--- config.mk ---
export PLATFORM = sky130hd
export DESIGN_NAME = input_buffer_flat
export DESIGN_NICKNAME = d
export VERILOG_FILES = /design/src/rtl/input_buffer_if.sv /design/src/rtl/input_buffer.sv /design/src/flat_wrapper.sv
export SDC_FILE = /design/constraint.sdc
export NUM_CORES = 1
export LEC_CHECK = 0
export ABC_AREA = 1
export ABC_CLOCK_PERIOD_IN_PS = 4000
export CAP_MARGIN = 25
export CORE_ASPECT_RATIO = 0.7
export CORE_UTILIZATION = 45
export DETAILED_ROUTE_END_ITERATION = 10
export GPL_TIMING_DRIVEN = 0
export SYNTH_ARGS = -nofsm -noshare
export SYNTH_HDL_FRONTEND = slang
export SYNTH_SLANG_ARGS = --single-unit
--- constraint.sdc ---
create_clock -name clock -period 4 [get_ports clock]
set_input_delay 0.4 -clock clock [delete_from_list [all_inputs] [get_ports clock]]
set_output_delay 0.4 -clock clock [all_outputs]
set_load 0.05 [all_outputs]
--- src/rtl/input_buffer_if.sv ---
// input_buffer_if: flit path from upstream into the input buffer and from the buffer to the switch.
interface input_buffer_if #(parameter int TAM_FLIT = 16);
  logic                rx;
  logic [TAM_FLIT-1:0] data_in;
  logic                credit_o;
  logic                h;
  logic                ack_h;
  logic                data_av;
  logic [TAM_FLIT-1:0] data;
  logic                data_ack;
  logic                sender;
  modport master (output rx, data_in, ack_h, data_ack, input credit_o, h, data_av, data, sender);
  modport slave  (input rx, data_in, ack_h, data_ack, output credit_o, h, data_av, data, sender);
endinterface

--- src/rtl/input_buffer.sv ---
// input_buffer: circular flit FIFO with a packet-framing FSM that requests a route and streams header, size and payload.
// Define BUFFER_OCCUPANCY_EN to add the occupancy output.
module input_buffer #(
  parameter int TAM_FLIT   = 16,
  parameter int TAM_BUFFER = 16
) (
  input  logic                         clock,
  input  logic                         reset,
`ifdef BUFFER_OCCUPANCY_EN
  output logic [$clog2(TAM_BUFFER):0]  occupancy,
`endif
  input_buffer_if.slave                bus
);
  localparam int PW = $clog2(TAM_BUFFER);
  localparam logic [PW:0] DEPTH = (PW+1)'(TAM_BUFFER);
  typedef enum logic [2:0] {IDLE, HEADER, SEND_HDR, SEND_SIZE, PAYLOAD, END} state_t;
  state_t              state_q, state_d;
  logic [TAM_FLIT-1:0] mem_q [TAM_BUFFER];
  logic [PW-1:0]       wr_ptr_q, wr_ptr_d, rd_ptr_q, rd_ptr_d;
  logic [PW:0]         count_q, count_d;
  logic [TAM_FLIT-1:0] flit_cnt_q, flit_cnt_d;
  logic                h_q, h_d, sender_q, sender_d;
  logic                full, empty, push, pop, sending;
  assign full         = count_q == DEPTH;
  assign empty        = count_q == '0;
  assign sending      = state_q inside {SEND_HDR, SEND_SIZE, PAYLOAD};
  assign push         = bus.rx && !full;
  assign pop          = bus.data_av && bus.data_ack;
  assign bus.credit_o = !full;
  assign bus.data_av  = sending && !empty;
  assign bus.data     = mem_q[rd_ptr_q];
  assign bus.h        = h_q;
  assign bus.sender   = sender_q;
`ifdef BUFFER_OCCUPANCY_EN
  assign occupancy    = count_q;
`endif
  always_comb begin
    wr_ptr_d   = wr_ptr_q + PW'(push);
    rd_ptr_d   = rd_ptr_q + PW'(pop);
    count_d    = count_q + (PW+1)'(push) - (PW+1)'(pop);
    state_d    = state_q;
    flit_cnt_d = flit_cnt_q;
    case (state_q)
      IDLE:      state_d = empty ? IDLE : HEADER;
      HEADER:    state_d = bus.ack_h ? SEND_HDR : HEADER;
      SEND_HDR:  state_d = pop ? SEND_SIZE : SEND_HDR;
      SEND_SIZE: if (pop) begin
        flit_cnt_d = bus.data;
        state_d    = bus.data == '0 ? END : PAYLOAD;
      end
      PAYLOAD:   if (pop) begin
        flit_cnt_d = flit_cnt_q - TAM_FLIT'(1);
        state_d    = flit_cnt_q == TAM_FLIT'(1) ? END : PAYLOAD;
      end
      default:   state_d = IDLE;
    endcase
    // h rises one cycle into HEADER and drops on the edge that takes the grant
    h_d      = state_q == HEADER && state_d == HEADER;
    sender_d = state_d inside {SEND_HDR, SEND_SIZE, PAYLOAD};
  end
  always_ff @(posedge clock or posedge reset) begin
    if (reset) begin
      state_q    <= IDLE;
      wr_ptr_q   <= '0;
      rd_ptr_q   <= '0;
      count_q    <= '0;
      flit_cnt_q <= '0;
      h_q        <= 1'b0;
      sender_q   <= 1'b0;
    end else begin
      state_q    <= state_d;
      wr_ptr_q   <= wr_ptr_d;
      rd_ptr_q   <= rd_ptr_d;
      count_q    <= count_d;
      flit_cnt_q <= flit_cnt_d;
      h_q        <= h_d;
      sender_q   <= sender_d;
    end
  end
  always_ff @(posedge clock) begin
    if (push) mem_q[wr_ptr_q] <= bus.data_in;
  end
endmodule

--- src/flat_wrapper.sv ---
// flat-port wrapper written by rule: the top's interface ports become plain ports
module input_buffer_flat 
#(
  parameter int TAM_FLIT   = 16,
  parameter int TAM_BUFFER = 16
)
  (clock, reset, bus_rx, bus_data_in, bus_ack_h, bus_data_ack, bus_credit_o, bus_h, bus_data_av, bus_data, bus_sender);
  input_buffer_if #(.TAM_FLIT(TAM_FLIT)) bus_i ();
  input  logic clock;
  input  logic reset;
  input wire logic [$bits(bus_i.rx)-1:0] bus_rx;
  input wire logic [$bits(bus_i.data_in)-1:0] bus_data_in;
  input wire logic [$bits(bus_i.ack_h)-1:0] bus_ack_h;
  input wire logic [$bits(bus_i.data_ack)-1:0] bus_data_ack;
  output wire logic [$bits(bus_i.credit_o)-1:0] bus_credit_o;
  output wire logic [$bits(bus_i.h)-1:0] bus_h;
  output wire logic [$bits(bus_i.data_av)-1:0] bus_data_av;
  output wire logic [$bits(bus_i.data)-1:0] bus_data;
  output wire logic [$bits(bus_i.sender)-1:0] bus_sender;
  assign bus_i.rx = bus_rx;
  assign bus_i.data_in = bus_data_in;
  assign bus_i.ack_h = bus_ack_h;
  assign bus_i.data_ack = bus_data_ack;
  assign bus_credit_o = bus_i.credit_o;
  assign bus_h = bus_i.h;
  assign bus_data_av = bus_i.data_av;
  assign bus_data = bus_i.data;
  assign bus_sender = bus_i.sender;
  input_buffer #(.TAM_FLIT(TAM_FLIT), .TAM_BUFFER(TAM_BUFFER)) u_core (.clock(clock), .reset(reset), .bus(bus_i));
endmodule
-- Word-level counts from Yosys, hierarchy flattened
Memories as Yosys holds them, arrays and structs flattened.
Cells that the tools add are included.
- bits in read-only memories: 0
- flip-flop bits (word level): 34
- bits in writable memories: 256
- latch bits: 0
- memories: 1
- multipliers: 0
- divide/modulo/power cells: 0
- equality and inequality tests: 12
- $lt $le $gt $ge: 0
- muxes and demuxes: 13
- bitwise logic cells: 0
- $add $sub $neg: 5
- reduce and logical (&&, ||, !) cells: 13
- shift operators: 0
- memory list (memory ; words ; bits a word ; rd ports ; clocked after memory_dff ; write ports ; line ; text):
    u_core.mem_q ; 16 ; 16 ; 1 ; 0 ; 1 ; input_buffer.sv:18 ; logic [TAM_FLIT-1:0] mem_q [TAM_BUFFER];
- operators by type and width (cell ; count):
    $mux W16 ; 2
    $pmux W16 S2 ; 1
    $eq A16 B1 Y1 const B ; 1
    $logic_not A16 Y1 ; 1
    $sub A16 B1 Y16 const B ; 1
    $pmux W3 S5 ; 1
    $eq A3 B2 Y1 const B ; 4
    $add A4 B1 Y4 ; 2
    $eq A3 B1 Y1 const B ; 2
    $eq A3 B3 Y1 const B ; 2
    $mux W1 ; 6
    $mux W3 ; 2
    $reduce_bool A3 Y1 ; 2
    $add A5 B1 Y5 ; 1
    $eq A5 B5 Y1 const B ; 1
    $logic_not A5 Y1 ; 1
    $sub A5 B1 Y5 ; 1
    $logic_and A1 B1 Y1 ; 4
    $ne A2 B1 Y1 const B ; 2
    $logic_not A3 Y1 ; 1
    $reduce_and A3 Y1 ; 1
    $logic_not A1 Y1 ; 2
    $mux W2 ; 1
    $reduce_bool A2 Y1 ; 1

-- Logic depth before layout (Yosys ltp)
- depth in word-level cells: 8
- gate-level depth with buffers: 16

-- Worst setup path after synthesis
OpenSTA, ideal clock, no wires.
- path type: register -> register
- from: register u_core.count_q[2]
- to: memory u_core.mem_q[0][0], enable pin
- arrival: 2.071 ns
- buffers on the path: 0
- stages on the path, launching flop included: 8
- slack: 1.540 ns
- data required time: 3.612 ns
- period minus slack after synthesis: 2.460 ns
- path through: dfrtp_1 -> inv_1 -> ha_1 -> nand4_1 -> nand2_1 -> inv_1 -> nand3_1 -> nor2_1
- word-level cells in the longest chain between the ends: 5
- ends and longest elaborated chain (what ; line ; text):
    start, declared ; input_buffer.sv:20 ; logic [PW:0] count_q, count_d;
    start signal, assigned ; input_buffer.sv:74 ; count_q <= count_d;
    $eq A5 B5 Y1 ; input_buffer.sv:24 ; assign full = count_q == DEPTH;
    $logic_not A1 Y1 ; n/a ;
    via bus_credit_o ; flat_wrapper.sv:15 ; output wire logic [$bits(bus_i.credit_o)-1:0] bus_credit_o;
    $logic_and A1 B1 Y1 ; input_buffer.sv:27 ; assign push = bus.rx && !full;
    $mux W1 ; input_buffer.sv:81 ; if (push) mem_q[wr_ptr_q] <= bus.data_in;
    $mux W1 (not written as such) ; input_buffer.sv:81 ;
    end, declared ; input_buffer.sv:18 ;
The timed path passes the listed nets, and every way through them passes these cells.

-- Worst setup path after layout
- from: register u_core.rd_ptr_q[2]
- to: output bus_data[1]
- word-level cells in the longest chain between the ends: 1
- ends and longest elaborated chain (what ; line ; text):
    start, declared ; input_buffer.sv:19 ; logic [PW-1:0] wr_ptr_q, wr_ptr_d, rd_ptr_q, rd_ptr_d;
    start signal, assigned ; input_buffer.sv:73 ; rd_ptr_q <= rd_ptr_d;
    $mem_v2 Z16 W16 ; n/a ;
    end, declared ; flat_wrapper.sv:18 ; output wire logic [$bits(bus_i.data)-1:0] bus_data;
No other way between the ends.

==> out/results.ini <==
[timing]
fin_skew_ns = 0.0171
worst_slew_pin_slew_ns = 0.967
rsz0062_at_grt = no
max_slew_margin_pct = 35.6
setup_viol = 0
fin_crit_sh_pct = 98.0
hold_viol_final = 0
fmax_mhz = 255
maxSlewViolCount = 0
setup_tns_ns = 0
min_period_ns = 3.92

[pwr]
switchingPower_mw = 5.24
p_per_area_mw_per_mm2 = 817
p_int_mw = 6.79
switching_share_pct = 43.6
p_seq_share_pct = 32.7
cellLeakagePower_nw = 5.83
finalPower_mw = 12.0
p_comb_share_pct = 45.3
clockPowerShare_pct = 22.0
ir_drop_mv = 0.475

[critical_path]
critPathBufInv = 4
startpoint = u_core.rd_ptr_q[2]
cp.arrival_ns = 3.52
r2r_start = u_core.rd_ptr_q[2]
cp_max_fo = 10
crit_end = bus_data[1]
rr_worst_depth = 12
worst_path_most_repeated_cell = nand3_1
cp.depth = 7
crit_slowest_cell = clkdlybuf4s50_1
crit_family = buffers and inverters
cp_slowest_stage_delay_ns = 0.77
worstSetupEndpointType = output pin
r2r_end = u_core.bus.sender
worstPathCellList = buf_2 > inv_1 > buf_1 > nand3_1 > nand3_1 > nand2_1 > clkdlybuf4s50_1
r2r_slack_ns = 1.09
critPathKind = flop to output pin
critPathLaunchType = flop
crit_required_ns = 3.60

[worst_hold_path]
hold_path_class = input port to asynchronous set/reset pin

[logic_synthesis]
yosys.area_share.adder_pct = 1.35
synth_area_leaders = edfxtp_1, nand2_1, dfrtp_1, nand3_1, inv_1
syn_inst = 1186
synth_compound_area_share_pct = 5.21
syn-num-nets = 1220
synth_cell_types = 32
syn_area_per_cell_um2 = 10.6
muxShareOfSynthArea_pct = 0
ys_warn_count = 0
syn_area_mm2 = 0.0126
synth_top_family_by_area = simple AND/OR/NAND/NOR gates
synth_top_area_share_pct = 60.9
yosys.area_share.simple_pct = 18.6
synth_seq_area_share_pct = 67.7
ys_ff_latch = 290
yosysTopAreaCell = edfxtp_1
synthXorXnorAreaFrac_pct = 0.833

[global_route]
antenna_found_initial = 0
grt_pass1_vias = 8468
track_usage_pct = 26.0
grt_max_degree = 35
grt_pass1_wl_mm = 54.2
grt_overflow = 0

[cts]
cts_htree_levels = 1
insertion_delay_ns = 0.56
hold_buffers = 0
cts-root-buf = clkbuf_16
ctsLongestPathBuffers = 3
cts_tree = built
numCtsBuffers = 28
cts_sinks = 290
clkTransAtPathRegs_ns = 0.06
cts_post_setup_buffers_inserted = 0
postCtsResizedCells = 0

[placed_design]
io_buffers = 40
dp_hpwl_mm = 24.8
gp_congestion = 0.907

[routing]
detail_route.vias_per_cell = 5.46
drt-total-wl_mm = 36.4
drt_iter0_drc = 842
route.antenna.remaining_nets = 0
via_count = 9048
drt_pass1_iterations = 5
drc_errors = 0
routedWlPerCell_um = 22.0

[status]
status = finished clean

[finish]
fillers = 2380
final_common_cell = nand2_1
drive_gt1_share_pct = 8.19
diodes = 0
area_delta_synth_final_pct = 16.7
final_cell_mix = nand2_1, edfxtp_1, nand3_1, inv_1, nor2_1
fin_util_pct = 54.2
layout.nets = 1306

[floorplan]
die_area_mm2 = 0.0287
die_h_um = 142
rows = 50
io_pins = 41
die_w_um = 202
start_util_pct = 46.5
core-area_mm2 = 0.0272

[job]
maxCapViolCount = 0

layer usage:
metal | track usage [%] | wire [µm] | vias up
met5 | 0 | 0 | -
met4 | 8.07 | 992 | 0
met3 | 5.38 | 3660 | 70
met2 | 36.3 | 14800 | 447
met1 | 40.3 | 17000 | 4347
li1 | - | - | 4184
cells in the mapped netlist:
master / instances
nor2_2: 1
nand3b_1: 1
nor2_1: 112
inv_2: 2
buf_1: 6
ha_1: 12
inv_1: 123
o221ai_1: 5
buf_4: 1
edfxtp_1: 256
xor2_1: 10
xnor2_1: 2
a211oi_1: 1
nor3_1: 3
a31oi_1: 1
nand2_1: 301
buf_2: 24
o211ai_1: 20
o21ai_1: 9
nor4_1: 1
o22ai_1: 1
nand3_1: 141
dfrtp_1: 34
nor3_2: 1
fa_1: 1
a21oi_1: 19
nand4_1: 7
clkinv_1: 3
o21a_1: 1
clkbuf_1: 19
buf_6: 9
o21ai_0: 59
metrics by stage:
step                      setup slack [ns]  hold WS [ns]  area (µm²)  cells
after detailed placement             0.721         0.470       13800   1606
after global placement               0.530         0.456       13500   1590
after CTS                            0.123         0.318       14700   1658
after global routing                0.0435         0.364       14700   1658
final                               0.0811         0.291       14700   1658
after floorplan                       1.54         0.433       12600   1186
how the worst min path moves through the flow:
stage	endpoint	slack [ns]
after detailed placement	u_core.bus.h	0.47
after floorplan	u_core.bus.h	0.43
after global placement	u_core.bus.h	0.46
after CTS	u_core.count_q[0]	0.32
final	u_core.count_q[1]	0.29
after global routing	u_core.wr_ptr_q[0]	0.36
cells by family (layout without fill, tap and decap cells):
logic type               after synthesis  after routing
AND/OR/NAND/NOR                      568            568
flip-flops                           290            290
buffers and inverters                187            295
AO/OA/AOI/OAI                        116            116
adder cells (fa/ha/maj)               13             13
XOR/XNOR                              12             12
state kept, by name, indices dropped and copies added (netlist names):
signal             flops
u_core.count_q         5
u_core.state_q         3
u_core.bus.sender      1
u_core.mem_q         256
u_core.bus.h           1
u_core.rd_ptr_q        4
u_core.wr_ptr_q        4
u_core.flit_cnt_q     16
power by group through the flow:
stage / registers, mW / logic, mW / clock network [mW]
after global routing: 3.98 / 5.86 / 2.78
after global placement: 4.00 / 5.19 / 0
final: 3.94 / 5.45 / 2.65
after CTS: 3.94 / 5.39 / 2.66
after floorplan: 3.98 / 3.29 / 0
after detailed placement: 4.00 / 5.37 / 0
layout make-up:
| cell class | count | area [µm²] | share of cell area [%] |
|---|---|---|---|
| Clock inverter | 16 | 143 | 0.969 |
| Buffer | 59 | 323 | 2.19 |
| Tap cell | 364 | 455 | 3.09 |
| Multi-Input combinational cell | 709 | 3320 | 22.5 |
| Timing Repair Buffer | 56 | 716 | 4.86 |
| Sequential cell | 290 | 8540 | 58.0 |
| Clock buffer | 36 | 752 | 5.11 |
| Inverter | 128 | 480 | 3.26 |
worst register-to-register path, stage by stage (launching register included):
cell and delay (ns):
dfrtp_1 0.35, buf_2 0.20, inv_1 0.19, buf_1 0.75, nand3_1 0.25, nand3_1 0.14, nand2_1 0.27, nor2_1 0.19
nand2_1 0.10, nor2_1 0.11, nand3_1 0.10, nand3_1 0.08, nand2_1 0.05
Note: power is estimated with default switching activity, not from simulation.
